File: config.mk
export PLATFORM = sky130hd
export DESIGN_NAME = inst_fetch_unit
export DESIGN_NICKNAME = d
export VERILOG_FILES = /design/src/rtl/inst_fetch_unit.sv
export SDC_FILE = /design/constraint.sdc
export NUM_CORES = 1
export LEC_CHECK = 0
export BUFFER_PORTS_ARGS = -buffer_cell sky130_fd_sc_hd__buf_2
export CORE_ASPECT_RATIO = 1.5
export CORE_MARGIN = 3
export CORE_UTILIZATION = 30
export CTS_BUF_LIST = sky130_fd_sc_hd__clkbuf_16
export DETAILED_ROUTE_END_ITERATION = 10
export SYNTH_ARGS = -nofsm -noshare
export SYNTH_HDL_FRONTEND = slang
export SYNTH_SLANG_ARGS = --single-unit
File: constraint.sdc
create_clock -name clk -period 2.2 [get_ports clk]
set_clock_uncertainty 0.05 [all_clocks]
set_input_delay 0.11 -clock clk [delete_from_list [all_inputs] [get_ports clk]]
set_output_delay 0.11 -clock clk [all_outputs]
set_load 0.01 [all_outputs]
File: src/rtl/inst_fetch_unit.sv
// Instruction-fetch stage: owns the PC, addresses the combinational
// instruction memory and captures the returned word into IF/ID.
// Supports stall, redirect with flush, halt at the final program
// instruction, and a saturating count of valid captures.
module inst_fetch_unit #(
  parameter logic [63:0] RESET_PC = 64'd0,
  parameter logic [63:0] END_ADDR = 64'd152,
  parameter logic [31:0] NOP_INST = 32'h00000013
) (
  input  logic        clk,
  input  logic        reset,
  input  logic        stall,
  input  logic        redirect,
  input  logic [63:0] redirect_target,
  output logic [63:0] inst_addr,
  input  logic [31:0] inst_data,
  output logic [63:0] if_id_pc,
  output logic [31:0] if_id_inst,
  output logic        if_id_valid,
  output logic        halted,
  output logic [31:0] fetch_count
);

  logic [63:0] pc;

  // Instruction memory is read in the same cycle, so the address is the PC itself.
  assign inst_addr = pc;

  // PC, IF/ID register, halt flag and fetch counter.
  // Priority: reset > redirect > stall > halted > normal advance.
  always_ff @(posedge clk) begin
    if (!reset) begin
      pc          <= RESET_PC;
      if_id_pc    <= 64'd0;
      if_id_inst  <= NOP_INST;
      if_id_valid <= 1'b0;
      halted      <= 1'b0;
      fetch_count <= 32'd0;
    end else if (redirect) begin
      // Targets are word aligned; stray low bits are dropped. Clearing halted
      // lets an older branch resolving after the final fetch restart the core.
      pc          <= redirect_target & ~64'd3;
      if_id_pc    <= 64'd0;
      if_id_inst  <= NOP_INST;
      if_id_valid <= 1'b0;
      halted      <= 1'b0;
    end else if (stall) begin
      pc <= pc;
    end else if (halted) begin
      if_id_pc    <= 64'd0;
      if_id_inst  <= NOP_INST;
      if_id_valid <= 1'b0;
    end else begin
      if_id_pc    <= pc;
      if_id_inst  <= inst_data;
      if_id_valid <= 1'b1;
      if (fetch_count != 32'hFFFFFFFF) begin
        fetch_count <= fetch_count + 32'd1;
      end
      if (pc == END_ADDR) begin
        halted <= 1'b1;
      end else begin
        pc <= pc + 64'd4;
      end
    end
  end

endmodule

After elaboration in Yosys (flattened, before gate mapping)
Cells that the tools add are included.
- word-level logic and storage cells: 32
- register bits after elaboration: 194
- output and inout bits: 194
- input bits: 100
- reduce and logical (&&, ||, !) cells: 4
- multiplexer cells: 9
- eq/ne operators: 5
- bitwise operators: 5
- $add $sub $neg: 2
- operators with widths (cell ; count):
    $mux W64 ; 5
    $add A64 B3 Y64 const B ; 1
    $eq A64 B8 Y1 const B ; 1
    $add A32 B1 Y32 const B ; 1
    $mux W32 ; 1
    $ne A32 B32 Y1 const B ; 1
    $reduce_and A3 Y1 ; 2
    $not A1 Y1 ; 5
    $ne A2 B2 Y1 const B ; 2
    $reduce_and A4 Y1 ; 1
    $mux W1 ; 3
    $ne A2 B1 Y1 const B ; 1
    $reduce_or A2 Y1 ; 1

Depth between registers and ports, before layout
Gate-level depths: netlist (run 1).
- word-level depth: 5
- depth in mapped cells: 9

Least setup slack after synthesis (run 1)
Ideal clock, no wire load.
- path type: register -> register
- start: register pc[3] (netlist: inst_addr[3])
- end: register pc[28] (netlist: inst_addr[28])
- clock period less this slack: 2268 ps
- arrival time: 2097 ps
- path slack: -68 ps
- buffers on the path: 1
- required time: 2028 ps
- cell stages (with the launch flop): 8
- path through: dfxtp_1 > ha_1 > nor4b_1 > nand4_1 > nor4_2 > buf_2 > nor4_1 > o311a_1
- word-level cells in the longest chain between the ends: 5
- elaborated cells on any way between the ends: 8
- ends and longest elaborated chain (element ; line ; source):
    start, declared ; 24 ; logic [63:0] pc;
    start signal, assigned ; 42 ; pc <= redirect_target & ~64'd3;
    start signal, assigned ; 48 ; pc <= pc;
    start signal, assigned ; 63 ; pc <= pc + 64'd4;
    $add A64 B3 Y64 ; 63 ;
    $mux W64 ; 60 ; if (pc == END_ADDR) begin
    $mux W64 ; 49 ; end else if (halted) begin
    $mux W64 ; 47 ; end else if (stall) begin
    $mux W64 ; 39 ; end else if (redirect) begin
Several ways; a longest one is shown, not always the timed one. The select of a mux whose other input is x is not followed.
A chain may end at the register's enable or synchronous reset.

Final worst setup path (run 1)
- start: register halted
- end: register fetch_count[19]
- word-level cells in the longest chain between the ends: 2
- ends and longest elaborated chain (element ; line ; source):
    start, declared ; 20 ; output logic halted,
    start signal, assigned ; 37 ; halted <= 1'b0;
    start signal, assigned ; 46 ; halted <= 1'b0;
    start signal, assigned ; 61 ; halted <= 1'b1;
    $not A1 Y1 (no line) ; -- ;
    $reduce_and A4 Y1 (no line) ; -- ;
    end signal, assigned ; 58 ; fetch_count <= fetch_count + 32'd1;
    end, declared ; 21 ; output logic [31:0] fetch_count
Every way passes these cells.

==> flow_summary.ini, run 1 <==
[run_status]
status = completed

[timing]
relSlewSlack_pct = 59.2
tns_ns = 0
fmax_mhz = 472
setup_ws_ns = 0.0797
rsz0062_at_grt = yes
holdWs_ns = 0.115
setup-violations-final = 0
hold_viol = 0
slew_violations = 0
min_period_ns = 2.12
final.period_utilization_pct = 96.4
tightest_slew_ns = 0.613

[final_layout]
instances_no_fill = 1777
fin_util_pct = 46.2
nNetsFinal = 1526
final_area_um2 = 12400
layout-drive-gt1-share_pct = 32.0
areaGrowthSynthToFinish_pct = 50.2

[worst_setup_path]
cp_slowest_cell = or4_4
critPathBufInv = 1
start_kind = flip-flop
endpoint_kind = flip-flop
cp.required_ns = 2.54
path_class = reg2reg
crit_family = simple AND/OR/NAND/NOR gates
cp_slowest_stage_delay_ns = 0.42
crit_chain = or3_4 > or4_4 > a211o_1 > buf_6 > or3_1 > a21boi_1
path_max_fanout = 5
worst_ep_arrival_time_ns = 2.46

[synth]
syn_area_per_cell_um2 = 8.41
synth-edff-count = 0
synth_top_area_share_pct = 46.0
ys_top_cells_by_area = dfxtp_1 46%, a22oi_1 8.1%, xnor2_1 5.9%
ys_warn_count = 0
async_reset_ff_share_pct = 0
synth-seq-cells = 190
synth_largest_area_cell = dfxtp_1
synthFlopType = dfxtp_1
synth_cells = 983
synth_common_cells = 190 x dfxtp_1, 128 x nor2_1, 89 x a22oi_1, 67 x o21ai_0, 62 x a21oi_1
synth.most_common_cell = dfxtp_1
synth_cell_types = 49
synth_area_um2 = 8270
seq_area_frac_synth_pct = 46.0

[job]
cap_violations = 0

[clock_tree]
cts_tree = yes
h-tree-depth = 4
cts_root_buffer = clkbuf_16
clock_sinks = 190
cts_buffers = 17
clk_path_buf_depth = 2
clk_pin_slew_worst_paths_ns = 0.07
insertion_delay_ns = 0.46

[pwr]
p_leak_nw = 5.30
finalPower_mw = 7.60
powerDensity_nw_per_um2 = 613
peakVddDrop_mv = 0.572

[global_routing]
grt_max_degree = 114
grt_util_met2_pct = 35.8
track_usage_pct = 19.9
grt_use_met1_pct = 22.8
grt_pass1_vias = 8879
grt_first_pass_wirelength_um = 47200
antenna_found_initial = 4
use_met3_pct = 3.72
grt-busiest-layer = met2
overflow = 0

[placed_design]
port_buffers = 287
dp.cells = 1642
globalplace.congestion = 0.812
hpwlAfterDp_um = 21000
post_dp_cell_area_um2 = 10700
dpl_worst_slack_ns = -0.0980

[routing]
initialDrtViolationCount = 545
routed_wire_length_per_instance_um = 17.1
vias = 9013
drc = 0
routed_wl_um = 30300
drt-pass1-iter-count = 5
vias_per_cell = 5.07
final_antenna_net_count = 0

[floorplanning]
die_x_um = 142
fp.dieArea_um2 = 29600
num_rows = 73
die_h_um = 209
initial_core_util_pct = 30.8
coreArea_um2 = 26900
num_io_pins = 294

[worst_hold_path]
hp-class = in2reg
[cell usage in the layout (no fill, tap or decap), types with 3 or more instances in the layout]
master | synthesis | routed
o21ai_0 | 67 | 67
and3_1 | 11 | 11
nor4_2 | 1 | 8
dfxtp_2 | 0 | 3
conb_1 | 1 | 4
a21boi_0 | 3 | 3
and2_1 | 24 | 24
buf_2 | 5 | 287
clkbuf_16 | 0 | 18
xor2_1 | 25 | 25
clkinv_2 | 0 | 4
inv_1 | 17 | 20
or3_1 | 6 | 5
a22oi_1 | 89 | 89
nand3_1 | 55 | 54
nor4_4 | 0 | 4
nor3_1 | 33 | 30
nor3_2 | 3 | 6
xnor2_1 | 56 | 56
buf_4 | 4 | 102
a21boi_1 | 3 | 3
nor2_1 | 128 | 126
buf_12 | 0 | 6
nand2b_1 | 3 | 3
buf_6 | 1 | 3
nand2_1 | 47 | 46
nand4_1 | 26 | 26
dlygate4sd3_1 | 0 | 95
clkinvlp_4 | 0 | 4
dfxtp_1 | 190 | 187
o22ai_1 | 4 | 4
a21oi_1 | 62 | 62
nor4_1 | 24 | 13
diode_2 | 0 | 4
ha_1 | 3 | 3
[where the power goes]
group          internal (mW)  switching, mW  leakage (nW)
Sequential              3.56         0.0992          1.55
Clock                   1.41           1.39         0.257
Combinational          0.543          0.591          3.49
[flip-flops by register name, indices dropped and copies added (netlist names)]
| name | count |
|---|---|
| fetch_count | 32 |
| if_id_valid | 1 |
| inst_addr | 62 |
| if_id_inst | 32 |
| halted | 1 |
| if_id_pc | 62 |
[routing by layer]
layer / part of all wire, % / wire length, um / up-vias
li1: - / - / 4366
met4: 2.7 / 833 / 2
met5: 0.023 / 7 / -
met1: 40 / 12200 / 4330
met2: 53 / 15900 / 259
met3: 4.4 / 1330 / 56
[final timing paths]
| path | startpoint | end | slack [ns] | depth (start not counted) |
|---|---|---|---|---|
| setup / recovery | halted | fetch_count[19] | 0.08 | 6 |
| hold / removal | redirect | inst_addr[58] | 0.11 | 4 |
| setup reg to reg | halted | fetch_count[19] | 0.08 | 6 |
| hold reg to reg | if_id_pc[28] | if_id_pc[28] | 0.42 | 2 |
[tightest hold or removal path: cells and delay by family]
family,cells,cell delay (ns)
AO/OA/AOI/OAI,1,0.07
buffers and inverters,2,0.31
AND/OR/NAND/NOR,1,0.09
[cell families after synthesis]
| logic type | synth area share (%) |
|---|---|
| xor gates and xnor gates | 8.58 |
| AOI/OAI and AO/OA | 17.7 |
| DFF | 46.0 |
| adders and majority gates | 0.454 |
| and+or+nand+nor | 22.6 |
| other | 0.0454 |
| buffers and inverters | 4.59 |
[timing repair]
action / CTS / global route
cloned: 1 / 1
hold buffers: 95 / 0
endpoints found under the setup margin: 9 / 35
pin swaps: 2 / 8
setup buffers: 0 / 3
endpoints found under the hold margin: 95 / 0
resized for setup: 4 / 24
[final cells by class]
| type | instances | area [um2] |
|---|---|---|
| Clock buffer | 17 | 425 |
| Fill cell | 2659 | 14400 |
| Sequential cell | 190 | 3810 |
| Multi-Input combinational cell | 703 | 4260 |
| Inverter | 17 | 63.8 |
| Clock inverter | 15 | 86.3 |
| Antenna cell | 4 | 10.0 |
| Tap cell | 337 | 422 |
| Timing Repair Buffer | 494 | 3330 |
No activity file was read; power rests on OpenSTA's default activity.
==> run 2: changes to the inputs <==
Clock period 2.2 ns to 2.4 ns, I/O delays scaled along.
==> flow_summary.ini, run 2 (same netlist as run 1, synthesis figures left out) <==
[global_routing]
overflow = 0
grt_max_degree = 84
antenna_found_initial = 4
grt_first_pass_wirelength_um = 45100
track_usage_pct = 19.1
grt_pass1_vias = 8408

[worst_setup_path]
endpoint_kind = flip-flop
timing.critical_path.to = fetch_count[21]
cp_slowest_stage_delay_ns = 0.54
path_max_fanout = 10
r2r_cells = 6
crit_chain = dlygate4sd3_1 > buf_4 > or3_1 > or4_4 > a211o_1 > buf_4 > or3_1 > a21boi_1
start_kind = primary input
path_class = in2reg
cp-startpoint = stall
cp.required_ns = 2.74
rrSetupSlack_ns = 0.11
r2r-start = halted
worst_ep_arrival_time_ns = 2.65
r2r_end = fetch_count[21]
cp_slowest_cell = dlygate4sd3_1

[timing]
tns_ns = 0
holdWs_ns = 0.105
rsz0062_at_grt = no
slew_violations = 0
hold_viol = 0
tightest_slew_ns = 0.635
fmax_mhz = 433
final.period_utilization_pct = 96.3
min_period_ns = 2.31
setup-violations-final = 0
relSlewSlack_pct = 57.7

[clock_tree]
insertion_delay_ns = 0.46
cts_buffers = 17
cts_root_buffer = clkbuf_16
cts_setup_buffers = 0
h-tree-depth = 4
clk_pin_slew_worst_paths_ns = 0.08
clk_path_buf_depth = 2
cts_tree = yes
clock_sinks = 190

[pwr]
peakVddDrop_mv = 0.525
powerDensity_nw_per_um2 = 594
p_leak_nw = 4.98

[final_layout]
layout-drive-gt1-share_pct = 28.4
nNetsFinal = 1470
final_cell_mix = 286 x buf_2, 190 x dfxtp_1, 127 x nor2_1
final_common_cell = buf_2
areaGrowthSynthToFinish_pct = 43.5
fin_util_pct = 44.2
final_area_um2 = 11900

[floorplanning]
initial_core_util_pct = 30.8
coreArea_um2 = 26900
num_io_pins = 294
fp.dieArea_um2 = 29600
die_x_um = 142
die_h_um = 209
num_rows = 73

[routing]
routed_wire_length_per_instance_um = 16.9
initialDrtViolationCount = 504
drc = 0
vias_per_cell = 5.06
vias = 8699
drt-pass1-iter-count = 6
routed_wl_um = 29100
final_antenna_net_count = 0

[worst_hold_path]
hp-class = in2reg

[placed_design]
hpwlAfterDp_um = 20800
port_buffers = 287
globalplace.congestion = 0.823
post_dp_cell_area_um2 = 10300

[run_status]
status = completed

[job]
cap_violations = 0
## run 2: cell types whose count changed in the layout (fill, tap and decap cells not counted), sizes merged
cell,delta
buf,-55
clkbuf,-1
clkinv,-3
diode,-2
inv,+3
## run 2: metal layers
metal	vias to the layer above	track usage (%)	share of wire [%]	wire length (um)
li1	4256	-	-	-
met3	51	3.56	5.7	1650
met5	-	0	0.072	21
met4	4	7.95	2.8	804
met2	286	34.1	52	15100
met1	4102	22.1	40	11500
## run 2: per-stage QoR
step	power (mW)	std cells	worst slack (ns)
2_1_floorplan	3.86	986	0.132
3_3_place_gp	4.24	1590	0.123
3_5_place_dp	4.25	1590	0.118
4_1_cts	7.12	1717	0.0749
5_1_grt	7.33	1719	0.00794
6_report	7.04	1719	0.0879
## run 2: layout make-up
type	count	area, um2
Fill cell	2689	15000
Multi-Input combinational cell	703	4160
Sequential cell	190	3800
Timing Repair Buffer	438	2850
Clock buffer	17	425
Tap cell	337	422
Clock inverter	15	128
Inverter	17	65.1
Antenna cell	2	5.00
## run 2: worst min path at each step
stage          depth (start not counted)            end  slack, ns         start
2_1_floorplan                          2  if_id_inst[0]       0.21  inst_data[0]
3_3_place_gp                           3  if_id_inst[0]       0.29  inst_data[0]
3_5_place_dp                           3  if_id_inst[0]       0.30  inst_data[0]
4_1_cts                                3  inst_addr[61]       0.08         reset
5_1_grt                                3  inst_addr[63]       0.12         reset
6_report                               3  inst_addr[49]       0.11         reset
## run 2: critical path, delay by kind of cell
family	cells	cell delay [ns]
AND/OR/NAND/NOR	3	1.22
buffers and inverters	3	0.89
AO/OA/AOI/OAI	2	0.42
## run 2: report_power, final
part	switching [mW]	internal, mW	total (mW)
combinational	0.466	0.438	0.904
sequential	0.137	3.26	3.40
clock	1.37	1.36	2.73
## run 2: timing repair
item	in CTS	in global routing
endpoints found under the setup margin	0	25
resized for setup	0	7
hold buffers	95	0
hold endpoints to repair	97	0
